**src/rtl/debounce_toggle_if.sv**
```systemverilog
// Button-conditioning bundle: raw level in, debounced level and edge pulses out.
// Signals: btn_in (raw async level), d_out (debounced level), rise/fall (1-cycle
// accepted-edge pulses), t_pulse (toggle enable), busy (candidate being qualified).
interface debounce_toggle_if;
  logic btn_in;
  logic d_out;
  logic rise;
  logic fall;
  logic t_pulse;
  logic busy;

  // master drives the raw button and observes the conditioned outputs
  modport master (
    output btn_in,
    input  d_out, rise, fall, t_pulse, busy
  );

  // slave is the conditioning stage itself
  modport slave (
    input  btn_in,
    output d_out, rise, fall, t_pulse, busy
  );
endinterface

```
**src/rtl/debounce_toggle.sv**
```systemverilog
// Purpose: synchronise and debounce a raw button level; emit clean level + edge pulses.
// Latency: d_out/rise/fall update SYNC_STAGES-1+STABLE_CYCLES edges after the first sampling edge.
// Backpressure: none; free-running, outputs are registered every cycle.
//
// Ports: clk, rstn (async active-low); bus (slave modport): btn_in in;
//        d_out, rise, fall, t_pulse, busy out.
// Optional feature: define DEBOUNCE_TOGGLE_OUT_EN to get t_pulse as a registered
// copy of rise (one T-flop toggle per press); otherwise t_pulse is tied low.
module debounce_toggle #(
  parameter int SYNC_STAGES   = 2,
  parameter int STABLE_CYCLES = 10,
  parameter int CNT_WIDTH     = 4
) (
  input  logic              clk,
  input  logic              rstn,
  debounce_toggle_if.slave  bus
);

  // Elaboration-time parameter guards
  generate
    if (SYNC_STAGES < 2 || SYNC_STAGES > 3) begin : g_bad_sync
      $error("debounce_toggle: SYNC_STAGES must be 2 or 3");
    end
    if (STABLE_CYCLES < 1 || STABLE_CYCLES >= (1 << CNT_WIDTH)) begin : g_bad_stable
      $error("debounce_toggle: STABLE_CYCLES must be in 1 .. 2**CNT_WIDTH-1");
    end
  endgenerate

  localparam logic [CNT_WIDTH-1:0] CNT_ONE  = CNT_WIDTH'(1);
  // Count value on which the next agreeing sample completes qualification
  localparam logic [CNT_WIDTH-1:0] CNT_LAST = CNT_WIDTH'(STABLE_CYCLES - 1);

  typedef enum logic [1:0] {
    IDLE_LOW   = 2'b00,
    CHECK_HIGH = 2'b01,
    IDLE_HIGH  = 2'b10,
    CHECK_LOW  = 2'b11
  } state_t;

  // ---------------- synchroniser ----------------
  logic [SYNC_STAGES-1:0] sync_q;
  logic                   s;

  always_ff @(posedge clk or negedge rstn) begin
    if (!rstn) begin
      sync_q <= '0;
    end else begin
      sync_q <= {sync_q[SYNC_STAGES-2:0], bus.btn_in};
    end
  end

  assign s = sync_q[SYNC_STAGES-1];

  // ---------------- qualification FSM ----------------
  state_t               state_q, state_d;
  logic [CNT_WIDTH-1:0] cnt_q, cnt_d;
  logic                 d_q, d_d;
  logic                 rise_q, rise_d;
  logic                 fall_q, fall_d;
  logic                 busy_q, busy_d;

  always_ff @(posedge clk or negedge rstn) begin
    if (!rstn) begin
      state_q <= IDLE_LOW;
      cnt_q   <= '0;
      d_q     <= 1'b0;
      rise_q  <= 1'b0;
      fall_q  <= 1'b0;
      busy_q  <= 1'b0;
    end else begin
      state_q <= state_d;
      cnt_q   <= cnt_d;
      d_q     <= d_d;
      rise_q  <= rise_d;
      fall_q  <= fall_d;
      busy_q  <= busy_d;
    end
  end

  always_comb begin
    state_d = state_q;
    cnt_d   = cnt_q;
    d_d     = d_q;
    rise_d  = 1'b0;
    fall_d  = 1'b0;

    case (state_q)
      IDLE_LOW: begin
        cnt_d = '0;
        if (s) begin
          if (STABLE_CYCLES == 1) begin
            // single-cycle qualification: accept on first agreeing sample
            state_d = IDLE_HIGH;
            d_d     = 1'b1;
            rise_d  = 1'b1;
          end else begin
            state_d = CHECK_HIGH;
            cnt_d   = CNT_ONE;
          end
        end
      end

      CHECK_HIGH: begin
        // a reverted sample wins over a count that would complete this edge
        if (!s) begin
          state_d = IDLE_LOW;
          cnt_d   = '0;
        end else if (cnt_q == CNT_LAST) begin
          state_d = IDLE_HIGH;
          cnt_d   = '0;
          d_d     = 1'b1;
          rise_d  = 1'b1;
        end else begin
          cnt_d = cnt_q + CNT_ONE;
        end
      end

      IDLE_HIGH: begin
        cnt_d = '0;
        if (!s) begin
          if (STABLE_CYCLES == 1) begin
            state_d = IDLE_LOW;
            d_d     = 1'b0;
            fall_d  = 1'b1;
          end else begin
            state_d = CHECK_LOW;
            cnt_d   = CNT_ONE;
          end
        end
      end

      CHECK_LOW: begin
        if (s) begin
          state_d = IDLE_HIGH;
          cnt_d   = '0;
        end else if (cnt_q == CNT_LAST) begin
          state_d = IDLE_LOW;
          cnt_d   = '0;
          d_d     = 1'b0;
          fall_d  = 1'b1;
        end else begin
          cnt_d = cnt_q + CNT_ONE;
        end
      end

      default: begin
        // unreachable encodings fall back to the reset state
        state_d = IDLE_LOW;
        cnt_d   = '0;
        d_d     = 1'b0;
      end
    endcase

    // busy is registered from the next state so it lines up with the state register
    busy_d = (state_d == CHECK_HIGH) || (state_d == CHECK_LOW);
  end

  assign bus.d_out = d_q;
  assign bus.rise  = rise_q;
  assign bus.fall  = fall_q;
  assign bus.busy  = busy_q;

  // ---------------- toggle-enable output ----------------
`ifdef DEBOUNCE_TOGGLE_OUT_EN
  logic t_q;

  always_ff @(posedge clk or negedge rstn) begin
    if (!rstn) begin
      t_q <= 1'b0;
    end else begin
      t_q <= rise_q;
    end
  end

  assign bus.t_pulse = t_q;
`else
  assign bus.t_pulse = 1'b0;
`endif

endmodule

```
**src/flat_wrapper.sv**
```systemverilog
// flat-port wrapper written by rule: the top's interface ports become plain ports
module debounce_toggle_flat 
#(
  parameter int SYNC_STAGES   = 2,
  parameter int STABLE_CYCLES = 10,
  parameter int CNT_WIDTH     = 4
)
  (clk, rstn, bus_btn_in, bus_d_out, bus_rise, bus_fall, bus_t_pulse, bus_busy);
  debounce_toggle_if bus_i ();
  input  logic clk;
  input  logic rstn;
  input wire logic [$bits(bus_i.btn_in)-1:0] bus_btn_in;
  output wire logic [$bits(bus_i.d_out)-1:0] bus_d_out;
  output wire logic [$bits(bus_i.rise)-1:0] bus_rise;
  output wire logic [$bits(bus_i.fall)-1:0] bus_fall;
  output wire logic [$bits(bus_i.t_pulse)-1:0] bus_t_pulse;
  output wire logic [$bits(bus_i.busy)-1:0] bus_busy;
  assign bus_i.btn_in = bus_btn_in;
  assign bus_d_out = bus_i.d_out;
  assign bus_rise = bus_i.rise;
  assign bus_fall = bus_i.fall;
  assign bus_t_pulse = bus_i.t_pulse;
  assign bus_busy = bus_i.busy;
  debounce_toggle #(.SYNC_STAGES(SYNC_STAGES), .STABLE_CYCLES(STABLE_CYCLES), .CNT_WIDTH(CNT_WIDTH)) u_core (.clk(clk), .rstn(rstn), .bus(bus_i));
endmodule
```
**config.mk**
```make
export PLATFORM = sky130hd
export DESIGN_NAME = debounce_toggle_flat
export DESIGN_NICKNAME = d
export VERILOG_FILES = /design/src/rtl/debounce_toggle_if.sv /design/src/rtl/debounce_toggle.sv /design/src/flat_wrapper.sv
export SDC_FILE = /design/constraint.sdc
export NUM_CORES = 1
export LEC_CHECK = 0
export CAP_MARGIN = 10
export CELL_PAD_IN_SITES_DETAIL_PLACEMENT = 1
export CELL_PAD_IN_SITES_GLOBAL_PLACEMENT = 2
export CORE_UTILIZATION = 35
export CTS_CLUSTER_DIAMETER = 120
export DETAILED_ROUTE_END_ITERATION = 10
export PLACE_DENSITY = 0.75
export SYNTH_ARGS = -nofsm -noshare
export SYNTH_HDL_FRONTEND = slang
export SYNTH_SLANG_ARGS = --single-unit
```
**constraint.sdc**
```tcl
create_clock -name clk -period 2.8 [get_ports clk]
set_clock_uncertainty 0.2 [all_clocks]
set_input_delay 0.28 -clock clk [delete_from_list [all_inputs] [get_ports clk]]
set_output_delay 0.28 -clock clk [all_outputs]
set_load 0.01 [all_outputs]
```
### After elaboration in Yosys (flattened, before gate mapping)

Index checks and enable logic that the tools add are counted.

* equal/unequal tests: 10
* mux-type cells: 23
* add/sub/neg operators: 1
* reduce and logical (&&, ||, !) cells: 4

Operators with widths (number)
* $pmux 4 s4: 1
* $mux 2: 6
* $mux 4: 3
* $mux 1: 11
* $pmux 2 s4: 1
* $eq 2x2->1 const B: 3
* $ne 2x1->1 const B: 3
* $reduce_and 5->1: 1
* $add 4x1->4 const B: 1
* $eq 2x1->1 const B: 2
* $eq 4x4->1 const B: 1
* $logic_not 2->1: 1
* $ne 2x2->1 const B: 1
* $pmux 1 s2: 1
* $reduce_bool 2->1: 1
* $logic_or 1x1->1: 1

* bits of input ports: 3
* bits in registers: 12
* word-level logic and storage cells: 45
* output and inout port bits: 5

### Longest topological paths before layout

* depth in word-level cells: 6
* gate-level depth with buffers: 5
* gate-level depth less buffers: 5

### Worst setup path before layout

Ideal clock, no wire load.

* path type: reg2reg
* from: register u_core.cnt_q[0]
* to: register u_core.state_q[1]
* data arrival time: 1.075 ns
* path buffers: 0
* stages on the path, launching flop included: 4
* setup time: 0.128 ns
* clock period less this slack: 1.403 ns
* path slack: 1.397 ns
* data required time: 2.472 ns
* cell sequence: dfrtp_1 ha_1 nand4b_4 mux2_1

* cells in the longest elaborated chain, start to end: 4
* elaborated cells on any way between the ends: 6
* classes of those cells: 1 x eq/ne; 5 x mux

Ends and longest elaborated chain
* start: declaration: line debounce_toggle.sv:56 `logic [CNT_WIDTH-1:0] cnt_q, cnt_d;`
* start signal: assignment: line debounce_toggle.sv:72 `cnt_q <= cnt_d;`
* $eq 4x4->1 *: line debounce_toggle.sv:108, debounce_toggle.sv:136
* $mux 2 (on tied branches): line debounce_toggle.sv:136, debounce_toggle.sv:108
* $mux 2 (on tied branches): line debounce_toggle.sv:133, debounce_toggle.sv:105
* $pmux 2 s4 *: line debounce_toggle.sv:87 `case (state_q)`
* named net u_core.state_d[1]: line debounce_toggle.sv:55 `state_t state_q, state_d;`
* end signal: assignment: line debounce_toggle.sv:71 `state_q <= state_d;`
* end: declaration: line debounce_toggle.sv:55

Mark *: on every way through the listed nets, which the timed path passes. The rest lies on a longest branch.
A chain may end at the register's enable or synchronous reset.

### Worst setup path in the final report

* from: register u_core.d_q, in the netlist u_core.bus.d_out
* to: output port bus_d_out

RTL lines
* start: declaration: line debounce_toggle.sv:57 `logic d_q, d_d;`
* start signal: assignment: line debounce_toggle.sv:66 `d_q <= 1'b0;`
* start signal: assignment: line debounce_toggle.sv:73 `d_q <= d_d;`
* end: declaration: line flat_wrapper.sv:13 `output wire logic [$bits(bus_i.d_out)-1:0] bus_d_out;`

No word-level cell between the ends.

==> results.yml <==
global_route:
  antenna_found_initial: 0
  grt_max_degree: 13
  grt_use_total_pct: 13.67
  grt_pass1_vias: 275
  gr-total-overflow: 0
  grt_pass1_wl_um: 1235
worst_hold_path:
  min_path_type: "in -> async"
worst_setup_path:
  slowest_stage: "clkdlybuf4s50_1"
  r2r_start: "u_core.cnt_q[0]"
  crit_arrival_ns: 1.21
  crit_start: "u_core.bus.d_out"
  slowest_delay_ns: 0.56
  crit_chain: "clkdlybuf4s50_1"
  cp.depth: 1
  worst_setup_path_start_kind: "flop"
  worstReg2RegEnd: "u_core.state_q[1]"
  endpoint: "bus_d_out"
  r2r_slack_ns: 1.33
  end_kind: "output pin"
  required_ns: 2.32
  rr_worst_depth: 3
  crit_buf_inv: 1
  critPathTopFamily: "buffers and inverters"
  path_class: "reg -> out"
  path_max_fanout: 3
final_layout:
  layout-area-overhead-vs-synth_pct: 21.94
  final_layout_size_suffix_gt1_share_pct: 15.22
  layout.nets: 52
  num_antenna_cells: 0
  multi_input_area_um2: 175.2
  final_core_util_pct: 45.96
  register_area_um2: 300.3
  n_fill_cell: 144
run:
  cap_viol_max_count: 0
sta:
  setup_viol: 0
  max_freq_mhz: 593.0
  finalHoldViolations: 0
  maxSlewViolCount: 0
  final.period_utilization_pct: 60.23
  min_period_ns: 1.686
  rsz0062_at_grt: "no"
  hold_ws_ns: 0.1396
  maxSlewHeadroom_pct: 66.61
  tightest_slew_ns: 0.4993
  setup_tns_ns: 0
synthesis:
  ys.warnings.count: 0
  synthSimpleGateAreaFrac_pct: 17.35
  async_flop_share_pct: 100.0
  synth_ff_type: "dfrtp_1"
  synthesis.area_um2: 490.5
  synth_most_common_cell: "dfrtp_1"
  avgSynthCellArea_um2: 13.26
  ys_ff_latch: 12
  synth_xor_xnor_area_share_pct: 5.357
  synth_common_cells: "dfrtp_1, nor2_1"
  synth_compound_area_share_pct: 4.847
  synth_edf_count: 0
  yosysTopAreaCellShare_pct: 61.22
  synthAdderAreaFrac_pct: 5.102
  synthCells: 37
  yosysSeqAreaShare_pct: 61.22
  synth_area_leaders: "dfrtp_1, ha_1, nand4b_4"
  synthMuxAreaShare_pct: 2.296
  synth_top_family_by_area: "simple AND/OR/NAND/NOR gates"
  syn_nets: 42
  synth_top_area_cell: "dfrtp_1"
  synth_cell_types: 19
routing:
  routed_wl_um: 775
  first_iter_violations: 3
  antenna_left: 0
  drc: 0
  via_count: 285
  wl_per_cell_um: 12.70
  drtPass1Iterations: 3
  via_per_inst: 4.672
die:
  std_cell_rows: 13
  die_y_um: 39.44
  die_area_um2: 1555
  start_util_pct: 37.69
  io_pins: 8
  die_w_um: 39.44
  coreArea_um2: 1301
clock_network:
  cts_sinks: 12
  h-tree-depth: 1
  clk_pin_slew_ns: 0.07
  holdBufCountCts: 0
  clk_latency_ns: 0.27
  cts_resized: 0
  numCtsBuffers: 3
  postCtsSetupBuffers: 0
  cts_max_path_buffers: 2
  ctsRootBufferMaster: "clkbuf_4"
  cts_tree: "yes"
place:
  globalplace.congestion: 0.7443
  dp_hpwl_um: 631.7
  io_buffers: 6
power:
  power.leakage_uw: 0.0002686
  ir_drop_v: 0.0002548
  power.density_nw_per_um2: 558.5
status:
  status: "finished, final reports clean"
==> registers in the layout (all words and copies together), names as in the netlist <==
name,count
u_core.bus.busy,1
u_core.bus.d_out,1
u_core.bus.fall,1
u_core.bus.rise,1
u_core.cnt_q,4
u_core.state_q,2
u_core.sync_q,2
==> metrics by stage <==
step | setup slack, ns | total power [uW] | std cells | area, um2
after floorplan | 1.397 | 195.1 | 37 | 490.5
after global placement | 1.370 | 203.2 | 57 | 561.8
final | 1.114 | 334.0 | 61 | 598.1
after global routing | 1.086 | 349.0 | 61 | 598.1
after detailed placement | 1.328 | 204.7 | 57 | 561.8
after CTS | 1.096 | 341.7 | 61 | 598.1
==> kinds of logic (layout without fill, tap and decap cells) <==
kind of cell,Yosys count,in the layout
compound gates,3,3
xor+xnor,3,3
fa+ha+maj,2,2
buf+inv,3,12
flops,12,12
mux,1,1
other cells,1,1
simple gates,12,12
==> final cells by class <==
class	count	share of cell area (%)
tap	15	3.138
inverter	2	1.255
multi-input combinational	22	29.29
clock buffer	4	6.067
timing repair buffer	6	10.04
sequential	12	50.21
==> metal layers <==
layer  vias to the layer above  wire length, um  global-route usage, %  part of all wire (%)
li1                        136                -                      -                     -
met1                       139              327                  16.91                    42
met2                         8              388                  18.85                    50
met3                         2               41                  6.818                   5.3
met4                         0               17                  7.759                   2.2
met5                         -                0                      0                     0
==> worst min-delay path by stage <==
stage,cells past startpoint,to,start,slack [ns]
2_1_floorplan,0,u_core.bus.busy,rstn,-0.22
3_3_place_gp,0,u_core.sync_q[1],u_core.sync_q[0],0.14
3_5_place_dp,0,u_core.sync_q[1],u_core.sync_q[0],0.14
4_1_cts,1,u_core.bus.busy,rstn,0.15
5_1_grt,1,u_core.bus.busy,rstn,0.18
6_report,1,u_core.cnt_q[3],rstn,0.14
==> placed cells by master, fill, tap and decap left out, types with 2 or more instances in the layout <==
master and n:
and2_1 2, clkbuf_4 3, clkdlybuf4s50_1 6, dfrtp_1 12, ha_1 2, inv_1 2, nand2_1 2, nor2_1 3
xor2_1 2
==> power by group <==
group | internal (uW) | leakage [uW] | switching (uW)
clock | 79.0 | 0.0000210 | 54.5
sequential | 178 | 0.000151 | 4.92
combinational | 8.38 | 0.0000967 | 9.11
total | 265 | 0.000269 | 68.5
Power figures use the tool's default switching activity.
